### src/rtl/apb_pkg.sv
// Shared APB definitions: transfer phase encoding (also used by the slave side)
// and default bus widths.
package apb_pkg;

    typedef enum logic [1:0] {
        IDLE   = 2'b00,
        SETUP  = 2'b01,
        ACCESS = 2'b10
    } apb_state_e;

    localparam int APB_ADDR_WIDTH = 8;
    localparam int APB_DATA_WIDTH = 32;

endpackage

### src/rtl/apb_wait_timer.sv
// ACCESS-phase wait-state counter. Flags the last permitted wait cycle so the
// requester can abort a transfer whose slave never raises pready.
module apb_wait_timer #(
    parameter int TIMEOUT_CYCLES = 16
) (
    input  logic clk,
    input  logic rst_n,
    input  logic clear,
    input  logic count_en,
    input  logic pready,
    output logic timeout_hit
);

    localparam int CNT_W = (TIMEOUT_CYCLES > 0) ? $clog2(TIMEOUT_CYCLES + 1) : 1;
    localparam logic [CNT_W-1:0] CNT_MAX  = '1;
    localparam logic [CNT_W-1:0] CNT_LAST = (TIMEOUT_CYCLES > 0) ? CNT_W'(TIMEOUT_CYCLES - 1) : '0;

    logic [CNT_W-1:0] wait_cnt_q, wait_cnt_d;

    always_comb begin
        wait_cnt_d = wait_cnt_q;
        if (clear) begin
            wait_cnt_d = '0;
        end else if (count_en && (wait_cnt_q != CNT_MAX)) begin
            wait_cnt_d = wait_cnt_q + 1'b1;
        end
    end

    always_ff @(posedge clk or negedge rst_n) begin
        if (!rst_n) begin
            wait_cnt_q <= '0;
        end else begin
            wait_cnt_q <= wait_cnt_d;
        end
    end

    // A slave answering on the final cycle still wins over the abort.
    assign timeout_hit = (TIMEOUT_CYCLES != 0) && (wait_cnt_q == CNT_LAST) && !pready;

endmodule

### src/rtl/apb_master.sv
// APB requester: turns valid/ready commands into SETUP/ACCESS transfers and
// returns one registered response pulse per command.
module apb_master
    import apb_pkg::*;
#(
    parameter int ADDR_WIDTH     = APB_ADDR_WIDTH,
    parameter int DATA_WIDTH     = APB_DATA_WIDTH,
    parameter int TIMEOUT_CYCLES = 16
) (
    input  logic                  pclk,
    input  logic                  prst_n,
    input  logic                  cmd_valid,
    output logic                  cmd_ready,
    input  logic                  cmd_write,
    input  logic [ADDR_WIDTH-1:0] cmd_addr,
    input  logic [DATA_WIDTH-1:0] cmd_wdata,
    output logic                  rsp_valid,
    output logic [DATA_WIDTH-1:0] rsp_rdata,
    output logic                  rsp_err,
    output logic                  rsp_timeout,
    output logic                  psel,
    output logic                  penable,
    output logic                  pwrite,
    output logic [ADDR_WIDTH-1:0] paddr,
    output logic [DATA_WIDTH-1:0] pwdata,
    input  logic                  pready,
    input  logic [DATA_WIDTH-1:0] prdata,
    input  logic                  pslverr
);

    apb_state_e            state_q, state_d;
    logic                  psel_q, psel_d;
    logic                  penable_q, penable_d;
    logic                  pwrite_q, pwrite_d;
    logic [ADDR_WIDTH-1:0] paddr_q, paddr_d;
    logic [DATA_WIDTH-1:0] pwdata_q, pwdata_d;
    logic                  rsp_valid_q, rsp_valid_d;
    logic [DATA_WIDTH-1:0] rsp_rdata_q, rsp_rdata_d;
    logic                  rsp_err_q, rsp_err_d;
    logic                  rsp_timeout_q, rsp_timeout_d;

    logic timer_clear, timer_count, timeout_hit, done, accept;

    assign timer_clear = (state_q == SETUP);
    assign timer_count = (state_q == ACCESS) && !pready;

    apb_wait_timer #(
        .TIMEOUT_CYCLES(TIMEOUT_CYCLES)
    ) u_wait_timer (
        .clk        (pclk),
        .rst_n      (prst_n),
        .clear      (timer_clear),
        .count_en   (timer_count),
        .pready     (pready),
        .timeout_hit(timeout_hit)
    );

    assign done      = (state_q == ACCESS) && (pready || timeout_hit);
    // Held low during reset so nothing can be accepted while the bus is parked.
    assign cmd_ready = prst_n && ((state_q == IDLE) || done);
    assign accept    = cmd_valid && cmd_ready;

    always_comb begin
        state_d       = state_q;
        pwrite_d      = pwrite_q;
        paddr_d       = paddr_q;
        pwdata_d      = pwdata_q;
        rsp_valid_d   = 1'b0;
        rsp_rdata_d   = rsp_rdata_q;
        rsp_err_d     = rsp_err_q;
        rsp_timeout_d = rsp_timeout_q;

        case (state_q)
            IDLE:    if (accept) state_d = SETUP;
            SETUP:   state_d = ACCESS;
            ACCESS:  if (done) state_d = accept ? SETUP : IDLE;
            default: state_d = IDLE;
        endcase

        if (accept) begin
            pwrite_d = cmd_write;
            paddr_d  = cmd_addr;
            pwdata_d = cmd_write ? cmd_wdata : '0;
        end

        if (done) begin
            rsp_valid_d   = 1'b1;
            rsp_timeout_d = !pready;
            rsp_err_d     = pready ? pslverr : 1'b1;
            rsp_rdata_d   = (pready && !pwrite_q) ? prdata : '0;
        end

        psel_d    = (state_d != IDLE);
        penable_d = (state_d == ACCESS);
    end

    always_ff @(posedge pclk or negedge prst_n) begin
        if (!prst_n) begin
            state_q       <= IDLE;
            psel_q        <= 1'b0;
            penable_q     <= 1'b0;
            pwrite_q      <= 1'b0;
            paddr_q       <= '0;
            pwdata_q      <= '0;
            rsp_valid_q   <= 1'b0;
            rsp_rdata_q   <= '0;
            rsp_err_q     <= 1'b0;
            rsp_timeout_q <= 1'b0;
        end else begin
            state_q       <= state_d;
            psel_q        <= psel_d;
            penable_q     <= penable_d;
            pwrite_q      <= pwrite_d;
            paddr_q       <= paddr_d;
            pwdata_q      <= pwdata_d;
            rsp_valid_q   <= rsp_valid_d;
            rsp_rdata_q   <= rsp_rdata_d;
            rsp_err_q     <= rsp_err_d;
            rsp_timeout_q <= rsp_timeout_d;
        end
    end

    assign psel        = psel_q;
    assign penable     = penable_q;
    assign pwrite      = pwrite_q;
    assign paddr       = paddr_q;
    assign pwdata      = pwdata_q;
    assign rsp_valid   = rsp_valid_q;
    assign rsp_rdata   = rsp_rdata_q;
    assign rsp_err     = rsp_err_q;
    assign rsp_timeout = rsp_timeout_q;

endmodule

### config.mk
export PLATFORM = sky130hd
export DESIGN_NAME = apb_master
export DESIGN_NICKNAME = d
export VERILOG_FILES = /design/src/rtl/apb_pkg.sv /design/src/rtl/apb_wait_timer.sv /design/src/rtl/apb_master.sv
export SDC_FILE = /design/constraint.sdc
export NUM_CORES = 1
export LEC_CHECK = 0
export CAP_MARGIN = 30
export CORE_ASPECT_RATIO = 1.25
export CORE_UTILIZATION = 38
export DETAILED_ROUTE_END_ITERATION = 7
export MAX_ROUTING_LAYER = met4
export PLACE_DENSITY = 0.76
export SYNTH_ARGS = -nofsm -noshare
export SYNTH_HDL_FRONTEND = slang
export SYNTH_SLANG_ARGS = --single-unit
### constraint.sdc
create_clock -name pclk -period 2.35 [get_ports pclk]
set_input_delay 0.47 -clock pclk [delete_from_list [all_inputs] [get_ports pclk]]
set_output_delay 0.47 -clock pclk [all_outputs]
set_load 0.005 [all_outputs]
Word level (Yosys, flattened, before mapping)

Cells that the tools add are included.

Register bits: 85
Latch bits: 0
RAM bits: 0
Bits in read-only memories: 0
Input port bits: 78
Output and inout port bits: 79
Word-level logic and storage cells: 41
Memories kept: 0

$add $sub $neg: 1
$mul: 0
Div/mod/pow operators: 0
Order comparisons: 0
Eq/ne operators: 5
Shift operators: 0
Muxes and demuxes: 10
Bitwise operators: 0
Reduce and logical (&&, ||, !) cells: 14

Operators with widths:

| kind                | number |
|---|---|
| $mux 32             | 2 |
| $mux 5              | 2 |
| $logic_and 1x1->1   | 7 |
| $pmux 2 s3          | 1 |
| $add 5x1->5 const B | 1 |
| $eq 5x4->1 const B  | 1 |
| $ne 5x5->1 const B  | 1 |
| $eq 2x2->1 const B  | 2 |
| $mux 2              | 2 |
| $reduce_bool 2->1   | 2 |
| $mux 1              | 3 |
| $eq 2x1->1 const B  | 1 |
| $logic_not 1->1     | 2 |
| $logic_not 2->1     | 1 |
| $logic_or 1x1->1    | 2 |

Depth between registers and ports, before layout

Depth in word-level cells: 11
Gate-level depth with buffers: 8
Mapped depth without buffers: 6

Modules after synthesis

A second synthesis with hierarchy kept.

Cells, all modules: 346
Area, all modules: 3602.2 µm²

By module, submodules not included:

| module         | times used | cells an instance | area each (µm²) |
|---|---|---|---|
| apb_master     | 1          | 321               | 3323.2 |
| apb_wait_timer | 1          | 25                | 279.0 |

Worst setup path before layout

Ideal clock, no wire load.

Kind: reg-to-reg
From: reg u_wait_timer.wait_cnt_q[0]
To: reg paddr_q[1], in the netlist paddr[1]
Library setup time: 0.125 ns
Arrival time: 2.122 ns
Data required time: 2.225 ns
Setup slack: 0.103 ns
Cell stages (with the launch flop): 9
Path buffers: 2
Clock period less this slack: 2.247 ns
Cells stage by stage: dfrtp_1 > ha_1 > and3_1 > ha_1 > or3b_1 > and4b_1 > buf_6 > buf_6 > mux2_4

Longest elaborated chain between the ends: 7

Ends and longest elaborated chain:

| element                | line                 | source |
|---|---|---|
| from (decl)            | apb_wait_timer.sv:18 | `logic [CNT_W-1:0] wait_cnt_q, wait_cnt_d;` |
| from (signal assigned) | apb_wait_timer.sv:33 | `wait_cnt_q <= wait_cnt_d;` |
| $eq 5x4->1             | apb_wait_timer.sv:38 | `assign timeout_hit = (TIMEOUT_CYCLES != 0) && (wait_cnt_q == CNT_LAST) && !pready;` |
| $logic_and 1x1->1      | apb_wait_timer.sv:38 |  |
| $logic_or 1x1->1       | apb_master.sv:58     | `assign done = (state_q == ACCESS) && (pready \|\| timeout_hit);` |
| $logic_and 1x1->1      | apb_master.sv:58     |  |
| $logic_or 1x1->1       | apb_master.sv:60     | `assign cmd_ready = prst_n && ((state_q == IDLE) \|\| done);` |
| $logic_and 1x1->1      | apb_master.sv:60     |  |
| $logic_and 1x1->1      | apb_master.sv:61     | `assign accept = cmd_valid && cmd_ready;` |
| to (signal assigned)   | apb_master.sv:114    | `paddr_q <= paddr_d;` |
| to (decl)              | apb_master.sv:35     | `logic [ADDR_WIDTH-1:0] paddr_q, paddr_d;` |

Every way passes these cells.
A chain may end at the register's enable or synchronous reset.

Worst setup path after layout

From: reg u_wait_timer.wait_cnt_q[1]
To: out cmd_ready

Longest elaborated chain between the ends: 6

Ends and longest elaborated chain:

| element           | line                 | source |
|---|---|---|
| $eq 5x4->1        | apb_wait_timer.sv:38 |  |
| $logic_and 1x1->1 | apb_wait_timer.sv:38 |  |
| $logic_or 1x1->1  | apb_master.sv:58     |  |
| $logic_and 1x1->1 | apb_master.sv:58     |  |
| $logic_or 1x1->1  | apb_master.sv:60     |  |
| $logic_and 1x1->1 | apb_master.sv:60     |  |
| to (decl)         | apb_master.sv:13     | `output logic cmd_ready,` |

Every way passes these cells.

==> out/metrics.yaml <==
detailed_routing:
  drtIter0Drc: 167
  drcViolationCount: 0
  ant_nets: 0
  wirelength_mm: 9.13
  post_drt_wl_per_cell_um: 14.2
  vias: 3067
  viasPerCell: 4.78
  firstDrtPassIters: 4
sta:
  finalCritPeriodShare_pct: 94.7
  post-route-min-period_ns: 2.23
  setup_violations: 0
  timing_hold_violations_final: 0
  worst_slew_pin_slew_ns: 0.778
  grt_setup_unrepaired: "no"
  slew_viol_final: 0
  fmaxAchievable_ghz: 0.449
  finalClockSkew_ns: 0.00752
  max_slew_margin_pct: 48.1
synth:
  synth.distinct_cells: 27
  ys_ff_latch: 85
  ys.flop_type: "dfrtp_1"
  synthCells: 353
  synth-async-reset-ratio_pct: 100
  synth-edff-count: 0
  syn_nets: 434
  ys_warn_count: 0
  netlist_area_um2: 3660
  avgSynthCellArea_um2: 10.4
  seq_area_frac_synth_pct: 58.1
floorplan:
  pin_count: 157
  die_area_um2: 10000
  core_area_um2: 9220
  num_rows: 39
  initial_core_util_pct: 39.7
  dieWidth_um: 89.8
  die_h_um: 112
clock_network:
  cts_tree: "done"
  clk_pin_slew_worst_paths_ns: 0.06
  cts_sinks: 85
  hold_buffers: 0
  htree_levels: 3
  clock_latency_ns: 0.33
  root_buffer: "clkbuf_16"
  clk_path_buf_depth: 2
  cts_buffers: 9
global_route:
  grt_pass1_vias: 3058
  grt_pass1_wl_mm: 14.7
  gr-total-overflow: 0
  grt.total_usage_pct: 19.2
  grt_start_max_net_pins: 64
  grt_antenna_before_repair: 0
run:
  drv_cap: 0
setup_path:
  rrSetupSlack_ns: 0.19
  path_delay_family: "adder cells"
  crit_end: "cmd_ready"
  rr_worst_depth: 7
  crit_path_end_kind: "output port"
  path_cells: "ha_2 > and3_1 > ha_2 > nor2_2 > a211oi_2 > clkbuf_2"
  startpoint_type: "flip-flop"
  cp.buffers_inverters: 1
  r2r-end: "pwdata[18]"
  startpoint: "u_wait_timer.wait_cnt_q[1]"
  arrival_ns: 1.76
  crit_type: "reg2out"
  slowest_delay_ns: 0.38
  cp_slowest_cell: "dfrtp_1"
  crit_cells: 6
  cp_common_cell: "ha_2"
  reg2reg_from: "u_wait_timer.wait_cnt_q[0]"
  path_max_fanout: 3
  critPathRequiredTime_ns: 1.88
power:
  p_per_area_nw_per_um2: 806
  power.total_mw: 4.61
  vdd_drop_max_uv: 393
  p_leak_nw: 2.51
place:
  place_area_um2: 5380
  gp_congestion: 0.789
  dp_hpwl_mm: 6.49
  port-buffer-count: 156
finish:
  fillers: 760
  mostFrequentLayoutCell: "clkdlybuf4s50_1"
  finalInstanceArea_um2: 5710
  layout_common_cells: "clkdlybuf4s50_1 (154), dfrtp_1 (85), nand2_1 (67)"
  synthToLayoutAreaGrowth_pct: 56.2
  layout-drive-gt1-share_pct: 9.85
  nets: 594
  seq_area_um2: 2130
  multi_input_area_um2: 1300
  antenna_cells: 0
  fin_util_pct: 61.9
status:
  outcome: "complete, no violations"
worst_hold_path:
  hp-class: "in2async"
-- metrics by stage --
stage,setup slack [ns],setup TNS (ns),hold WS (ns),instances
2_1_floorplan,0.103,0,0.174,353
3_3_place_gp,0.0442,0,0.474,624
3_5_place_dp,-0.0383,-0.0504,0.478,624
4_1_cts,-0.0319,-0.0319,0.141,640
5_1_grt,0.0197,0,0.165,641
6_report,0.124,0,0.140,641
-- cell usage after synthesis, drive strengths merged, types with 2 or more instances --
library cell,n,area (µm²)
nand3,2,10.0
nor2,3,11.3
a21oi,3,15.0
nand2b,2,12.5
ha,3,37.5
nand2,67,251
a22o,5,43.8
and4b,2,20.0
buf,5,45.0
mux2,9,124
mux2i,33,330
nor2b,3,18.8
inv,36,135
dfrtp,85,2130
clkbuf,19,71.3
o21ai,67,335
-- routing by layer --
layer | vias to the layer above | global-route usage [%] | share of wire (%)
met5 | - | - | 0
met2 | 138 | 30.2 | 48
li1 | 1475 | - | -
met3 | 18 | 5.26 | 7.9
met4 | 0 | 9.29 | 2.6
met1 | 1436 | 22.9 | 42
-- cells by family (layout without fill, tap and decap cells) --
logic type,after synthesis,count (layout),share of synthesized area (%)
buffers and inverters,60,225,6.87
multiplexers,42,42,12.4
AO/OA/AOI/OAI,80,80,11.9
flip-flops,85,85,58.1
AND/OR/NAND/NOR,83,83,9.61
adder cells (fa/ha/maj),3,3,1.03
-- worst min-delay path by stage --
stage	to	slack [ns]	cells past startpoint
global route	rsp_rdata[6]	0.16	2
finish	rsp_rdata[22]	0.14	2
CTS	rsp_rdata[31]	0.14	2
global placement	u_wait_timer.wait_cnt_q[3]	0.47	1
detailed placement	u_wait_timer.wait_cnt_q[3]	0.48	1
floorplan	paddr[0]	0.17	0
-- state kept, by name, summed over array words and instances (netlist names) --
register and flops:
rsp_valid 1, rsp_err 1, u_wait_timer.wait_cnt_q 5, paddr 8, state_q 2, psel 1, penable 1, pwdata 32
rsp_rdata 32, rsp_timeout 1, pwrite 1
-- final cells by class --
class / count / share of cell area, %
clock inverter: 3 / 0.745
inverter: 36 / 2.37
sequential: 85 / 37.2
timing repair buffer: 173 / 29.4
tap: 123 / 2.69
clock buffer: 13 / 4.73
multi-input combinational: 208 / 22.8
-- power breakdown --
part	switching, mW	internal, mW
clock	0.538	0.908
combinational	0.446	0.789
sequential	0.176	1.75
-- repair_timing --
action | in CTS | in global routing
hold endpoints to repair | 0 | 0
setup endpoints to repair | 14 | 1
buffers inserted | 0 | 1
gates resized for setup | 2 | 6
No activity file was read; power rests on OpenSTA's default activity.
